===== src/rtl/regfile_pkg.sv =====
// Shared types and helpers for the pipelined register file.
// No logic of its own; pure compile-time definitions.
// No handshake; consumers import what they need.
package regfile_pkg;

    localparam int WIDTH_DEF = 16;
    localparam int AW_DEF    = 4;

    typedef logic [AW_DEF-1:0]    reg_addr_t;
    typedef logic [WIDTH_DEF-1:0] word_t;

    // The top architectural address is aliased to the program counter.
    function automatic int pc_reg_idx(input int regnum);
        return regnum - 1;
    endfunction

endpackage


===== src/rtl/rf_scoreboard.sv =====
// Pending-write scoreboard: one bit per register with an outstanding producer.
// Write-hit vector is combinational; pending updates one cycle after issue/write.
// No backpressure: issue and writeback are accepted every cycle unconditionally.
module rf_scoreboard
    import regfile_pkg::*;
#(
    parameter int REGNUM = 16,
    parameter int AW     = 4,
    parameter int NWRITE = 2
) (
    input  logic                 clk,
    input  logic                 rst,
    input  logic [NWRITE-1:0]    we,
    input  logic [NWRITE*AW-1:0] wa,
    input  logic                 issue_en,
    input  logic [AW-1:0]        issue_dst,
    output logic [REGNUM-1:0]    pending,
    output logic [REGNUM-1:0]    whit
);

    localparam logic [AW-1:0] PC_REG = AW'(pc_reg_idx(REGNUM));

    logic [REGNUM-1:0] pend_nxt;

    // Decode every active write port into a per-register hit mask.
    always_comb begin
        whit = '0;
        for (int w = 0; w < NWRITE; w++) begin
            if (we[w]) begin
                whit[wa[w*AW +: AW]] = 1'b1;
            end
        end
    end

    // Writes retire producers; a same-cycle issue re-arms the bit (set beats clear).
    always_comb begin
        pend_nxt = pending & ~whit;
        if (issue_en && (issue_dst != PC_REG)) begin
            pend_nxt[issue_dst] = 1'b1;
        end
    end

    // Pending state register; reset drops every in-flight producer.
    always_ff @(posedge clk or posedge rst) begin
        if (rst) begin
            pending <= '0;
        end else begin
            pending <= pend_nxt;
        end
    end

endmodule


===== src/rtl/pipe_regfile.sv =====
// Multi-port register file with write bypass, PC alias on the top address, and busy flags.
// Reads are combinational (zero latency); writes land at the next rising edge.
// No backpressure: busy is advisory so decode can stall; writes are always accepted.
module pipe_regfile
    import regfile_pkg::*;
#(
    parameter int WIDTH     = 16,
    parameter int REGNUM    = 16,
    parameter int AW        = 4,
    parameter int NREAD     = 3,
    parameter int NWRITE    = 2,
    parameter int PC_OFFSET = 0
) (
    input  logic                    clk,
    input  logic                    rst,
    input  logic [NREAD*AW-1:0]     ra,
    output logic [NREAD*WIDTH-1:0]  rd,
    output logic [NREAD-1:0]        busy,
    input  logic [NWRITE-1:0]       we,
    input  logic [NWRITE*AW-1:0]    wa,
    input  logic [NWRITE*WIDTH-1:0] wd,
    input  logic [WIDTH-1:0]        pc,
    input  logic                    issue_en,
    input  logic [AW-1:0]           issue_dst
);

    localparam logic [AW-1:0]    PC_REG = AW'(pc_reg_idx(REGNUM));
    localparam logic [WIDTH-1:0] PC_ADD = WIDTH'(PC_OFFSET);

    logic [WIDTH-1:0]  rf [REGNUM];
    logic [REGNUM-1:0] pending;
    logic [REGNUM-1:0] whit;

    rf_scoreboard #(
        .REGNUM (REGNUM),
        .AW     (AW),
        .NWRITE (NWRITE)
    ) u_sb (
        .clk       (clk),
        .rst       (rst),
        .we        (we),
        .wa        (wa),
        .issue_en  (issue_en),
        .issue_dst (issue_dst),
        .pending   (pending),
        .whit      (whit)
    );

    // Storage update; ascending port order lets the highest port win on collisions.
    always_ff @(posedge clk or posedge rst) begin
        if (rst) begin
            for (int r = 0; r < REGNUM; r++) begin
                rf[r] <= '0;
            end
        end else begin
            for (int w = 0; w < NWRITE; w++) begin
                if (we[w] && (wa[w*AW +: AW] != PC_REG)) begin
                    rf[wa[w*AW +: AW]] <= wd[w*WIDTH +: WIDTH];
                end
            end
        end
    end

    for (genvar i = 0; i < NREAD; i++) begin : g_rd
        logic [AW-1:0]    a;
        logic [WIDTH-1:0] dat;

        assign a = ra[i*AW +: AW];

        // Read mux: PC alias over bypass (highest port) over stored value.
        always_comb begin
            dat = rf[a];
            for (int w = 0; w < NWRITE; w++) begin
                if (we[w] && (wa[w*AW +: AW] == a)) begin
                    dat = wd[w*WIDTH +: WIDTH];
                end
            end
            if (a == PC_REG) begin
                dat = pc + PC_ADD;
            end
        end

        assign rd[i*WIDTH +: WIDTH] = dat;
        // A same-cycle write satisfies the read via bypass, so it never stalls.
        assign busy[i] = pending[a] & ~whit[a] & (a != PC_REG);
    end

endmodule


===== config.mk =====
export PLATFORM = sky130hd
export DESIGN_NAME = pipe_regfile
export DESIGN_NICKNAME = d
export VERILOG_FILES = /design/src/rtl/regfile_pkg.sv /design/src/rtl/rf_scoreboard.sv /design/src/rtl/pipe_regfile.sv
export SDC_FILE = /design/constraint.sdc
export NUM_CORES = 1
export LEC_CHECK = 0
export ABC_AREA = 0
export BUFFER_PORTS_ARGS = -buffer_cell sky130_fd_sc_hd__buf_2
export CAP_MARGIN = 25
export CORE_ASPECT_RATIO = 1.25
export CORE_MARGIN = 5
export CORE_UTILIZATION = 39
export DETAILED_ROUTE_END_ITERATION = 6
export HOLD_SLACK_MARGIN = 0.02
export SLEW_MARGIN = 0
export SYNTH_ARGS = -nofsm -noshare
export SYNTH_HDL_FRONTEND = slang
export SYNTH_SLANG_ARGS = --single-unit

===== constraint.sdc =====
create_clock -name clk -period 11.4 [get_ports clk]
set_input_delay 3.42 -clock clk [delete_from_list [all_inputs] [get_ports clk]]
set_output_delay 3.42 -clock clk [all_outputs]
set_load 0.02 [all_outputs]

Yosys cells after proc, flatten, opt, wreduce, memory -nomap -nowiden

Index checks and enable logic that the tools add are counted.

Register bits: 272
Output and inout bits: 51
Word-level logic and storage cells: 127

Magnitude comparators: 16
Equality and inequality tests: 15
Mux-type cells: 47
Bitwise logic cells: 18
Reductions and logical operators: 14

Operators by type and width:

| cell                                                                                 | number |
|---|---|
| 256-bit bitwise mux                                                                  | 2 |
| 256-bit two-way mux                                                                  | 2 |
| 16-bit two-way mux                                                                   | 20 |
| 16-bit binary-select mux with 4-bit select                                           | 3 |
| 16-bit demux with 4-bit select                                                       | 2 |
| 16-bit OR                                                                            | 2 |
| 4-bit by 5-bit < comparator with 1-bit output (second input constant)                | 6 |
| 5-bit greater-or-equal comparator (second input constant)                            | 5 |
| 4-bit inverter with 5-bit output                                                     | 5 |
| 1-bit binary-select mux with 4-bit select                                            | 6 |
| 4-bit == test                                                                        | 6 |
| 4-bit != test (second input constant)                                                | 6 |
| 16-bit AND                                                                           | 1 |
| 16-bit inverter                                                                      | 1 |
| 1-bit logical AND                                                                    | 14 |
| 1-bit demux with 4-bit select                                                        | 3 |
| 4-bit == test (second input constant)                                                | 3 |
| 4-bit by 1-bit greater-or-equal comparator with 1-bit output (second input constant) | 3 |
| 5-bit by 1-bit < comparator with 1-bit output (second input constant)                | 2 |
| 1-bit two-way mux                                                                    | 9 |
| 1-bit AND                                                                            | 6 |
| 1-bit inverter                                                                       | 3 |

Depth between registers and ports, before layout

Word-level depth: 12
Depth in mapped cells: 9

Modules after synthesis

A second synthesis with hierarchy kept.

Cell total of the unflattened synthesis: 2098
Area, all modules: 20943.8 sq um

Modules (own cells, without submodules):

| module        | instances | cells an instance | area each (sq um) |
|---|---|---|---|
| pipe_regfile  | 1         | 2006              | 20056.7 |
| rf_scoreboard | 1         | 92                | 887.1 |

Worst setup path before layout

No wires, ideal clock.

Path type: input-to-output
Start point: input port ra[0]
End point: output port rd[10]
Arrival: 5.214 ns
Data required time: 7.980 ns
Slack: 2.766 ns
Stages: 8
Path buffers: 3
Cell sequence: buf_4 buf_6 xor2_1 nor3_1 nand3_2 buf_4 mux2i_1 a211oi_1

Longest elaborated chain between the ends: 7
Elaborated cells on any way between the ends: 12

Ends and longest elaborated chain:

| what                                                   | RTL line           | text |
|---|---|---|
| start: declaration                                     | pipe_regfile.sv:16 | `input logic [NREAD*AW-1:0] ra,` |
| 4-bit inverter with 5-bit output (not written as such) | pipe_regfile.sv:72 | `dat = rf[a];` |
| 16-bit binary-select mux with 4-bit select             | pipe_regfile.sv:72 |  |
| 16-bit two-way mux (not written as such) (2 in series) | pipe_regfile.sv:72 |  |
| 16-bit two-way mux (2 in series)                       | pipe_regfile.sv:74 | `if (we[w] && (wa[w*AW +: AW] == a)) begin` |
| 16-bit two-way mux *                                   | pipe_regfile.sv:78 | `if (a == PC_REG) begin` |
| end: declaration                                       | pipe_regfile.sv:17 | `output logic [NREAD*WIDTH-1:0] rd,` |

Every way passes the cells marked *; elsewhere a longest branch is shown, timed or not. The select of a mux whose other input is x is not followed.

Worst setup path in the final report

Start point: input port ra[3]
End point: output port rd[1]

The elaborated chain is that of the path after synthesis.

==> key figures <==
Status
  – Status: complete, no violations

Route
  – Final wirelength: 80,200 um
  – Routed vias: 17,800
  – DRT antenna net count: 0
  – Routed len/inst: 29.3 um
  – Vias per cell: 6.49
  – Drt pass-1 iters: 7
  – 1st-iter DRT viols: 2,382
  – DRC: 0

Logic synthesis
  – #FFs+latches synth: 272
  – Post-synth ARST share: 1.00
  – Syn Area/Cell: 10.6 um^2
  – Synth Cell Area: 0.0215 mm^2
  – Syn_nets: 2,109
  – Post-Syn Instances: 2,032
  – Number of synthesized flops with an enable pin: 0
  – Yosys cell types: 56
  – Seq/Total Area, Yosys: 0.317
  – YS warnings: 0
  – Main synth FF type: dfrtp_1

Floorplan
  – I/O pins: 128
  – Die width: 220 um
  – Area of the core: 0.0548 mm^2
  – Die Height: 272 um
  – FP Rows: 96
  – Initial core utilization: 0.392
  – Die area: 0.0599 mm^2

Timing
  – Worst-Margin Slew: 1.07 ns
  – Post-layout minimum cycle time: 9.65 ns
  – Worst Hold Slack: 0.410 ns
  – Final hold vios: 0
  – Max-slew violation count: 0
  – Slew headroom: 0.284
  – Setup TNS: 0 ns
  – FMAX: 0.104 GHz
  – Fin crit share: 0.847
  – Final setup violation count: 0
  – RSZ-0062 raised after global routing: no
  – Worst Skew: 0 ns

Setup path
  – Critical path's top delay family: buffers and inverters
  – Worst path bufs/invs: 2
  – Crit path top cell by count: buf_2
  – Crit path max fanout: 24
  – WS Path Type: in2out
  – Critical path cell sequence: buf_2 -> xor2_1 -> nor3_1 -> nand3_2 -> mux2i_1 -> a211oi_1 -> buf_2
  – CP max stage cell: buf_2
  – Startpoint types: input port
  – Worst Setup End Kind: output pin
  – Req. time, crit path: 7.98 ns
  – WP data arrival: 6.23 ns
  – Peak per-stage delay on the critical path: 0.75 ns

Global route
  – Vias in the first global route: 17,100
  – All-layer global routing usage: 0.262
  – GRT Residual Overflow: 0
  – Initial antenna violation count: 6
  – Largest net degree at the start of global routing: 139
  – First-pass GRT wire length: 117,000 um

Finish
  – FILL cells: 5,213
  – # nets final: 2,060
  – Final Util: 0.426
  – Share of cells above drive strength 1: 0.239
  – Area delta synth->final: 8.43%

Place
  – Input/output buffers: 127
  – Routability cong.: 0.916
  – DP HPWL: 49,300 um

Pwr
  – Power, Total: 3.76 mW
  – Psw: 1.29 mW
  – Seq pwr share: 0.380
  – Sw Share: 0.344
  – P per Cell Area: 161 mW/mm^2
  – Clock power frac: 0.284
  – Worst vdd rail ir drop: 88.0 uV
  – Lkg Pwr: 9.63 nW
  – Comb power frac: 0.336
  – Int Pwr: 2.46 mW

Clock tree
  – Clk buf depth: 3
  – Post-cts gate resize count: 0
  – CTS tree: yes
  – Worst skew pair latency: 0.55 ns
  – CTS root buffer: clkbuf_16
  – Post-CTS Setup Bufs: 0
  – # H-tree levels: 2
  – Worst-path clk slew: 0.05 ns
  – TritonCTS buffer count: 34
  – Num Clock Sinks: 272
  – Hold buffer count at cts: 0

Run
  – Max-Cap Viols: 0

Hold path
  – Min-Delay Path Class: reg2reg
## metrics by stage
step | cells | instance area (um^2) | worst slack, ns
3_5_place_dp | 2679 | 22200 | 1.83
5_1_grt | 2741 | 23300 | 1.65
3_3_place_gp | 2678 | 22200 | 1.84
2_1_floorplan | 2032 | 21500 | 0.485
4_1_cts | 2736 | 23200 | 1.81
6_report | 2742 | 23300 | 1.75
## cell families (layout without fill, tap and decap cells)
family | after synthesis | after routing | synth area share
AOI/OAI and AO/OA | 400 | 400 | 0.107
buffers and inverters | 275 | 247 | 0.0648
muxes | 589 | 589 | 0.400
DFF | 272 | 272 | 0.317
and+or+nand+nor | 472 | 472 | 0.102
other | 0 | 3 | 0
xor gates and xnor gates | 24 | 24 | 0.00978
## registers in the layout, summed over array words and instances, names as in the netlist
name and flops:
rf 256, u_sb.pending 16
## power by group through the flow
stage	logic (mW)	registers [mW]	clock network, mW
2_1_floorplan	0.955	1.36	0
3_3_place_gp	1.22	1.41	0
3_5_place_dp	1.25	1.43	0
4_1_cts	1.25	1.42	1.08
5_1_grt	1.35	1.46	1.13
6_report	1.26	1.43	1.07
## area by class of cell
cell class,instances,area [um^2],area share
multi-input combinational,1485,13300,0.572
sequential,272,6810,0.292
timing repair buffer,177,1120,0.0481
clock buffer,51,1010,0.0432
tap,735,920,0.0395
clock inverter,6,58.8,0.00252
inverter,13,56.3,0.00242
antenna,3,7.51,0.000322
## cells in the mapped netlist, drive strengths merged, types with 18 or more instances
master    n  area share
a211oi   30       0.010
a21oi   152       0.035
a31oi    33      0.0096
and2     35       0.010
buf     131       0.040
clkbuf  131       0.023
dfrtp   272        0.32
mux2i   371        0.17
mux4    215        0.23
nand2   153       0.027
nand2b   23      0.0067
nor2    185       0.034
nor3     21      0.0049
o21ai   119       0.028
o22ai    29      0.0084
xor2     18      0.0073
## cells in the final DEF (no fill, tap or decap), types with 6 or more instances in the layout
cell type,count
nor2_2,12
buf_2,122
dfrtp_1,272
a211o_1,15
a31oi_1,32
and2_1,34
nor2b_1,6
mux2i_1,371
a211oi_1,30
buf_4,47
nand2_1,153
xnor2_1,6
nand2b_1,23
or2_2,9
mux4_2,212
o221ai_1,12
buf_12,6
xor2_1,18
inv_1,10
clkbuf_8,7
o21ai_0,115
a21oi_1,152
nor2_1,170
nor3_1,21
clkbuf_16,35
o22ai_1,29
clkbuf_1,9
nand3_1,8
## layer usage
metal / vias up / global-route usage / part of all wire
met5: - / 0 / 0
met4: 0 / 0.114 / 0.052
met3: 241 / 0.0687 / 0.12
met2: 1194 / 0.391 / 0.44
met1: 8900 / 0.361 / 0.39
li1: 7449 / - / -
## final timing paths
kind                                        from                to  slack, ns  depth (start not counted)
min in group asynchronous                    rst  rf[54]$_DFF_PP0_       2.80                          2
worst max-delay path                       ra[3]             rd[1]       1.75                          7
worst min register to register   rf[5]$_DFF_PP0_   rf[5]$_DFF_PP0_       0.41                          0
max in group asynchronous                    rst  rf[99]$_DFF_PP0_       7.51                          3
worst max register to register  rf[43]$_DFF_PP0_  rf[43]$_DFF_PP0_      10.56                          2
worst min-delay path             rf[5]$_DFF_PP0_   rf[5]$_DFF_PP0_       0.41                          0
No activity file was read; power rests on OpenSTA's default activity.
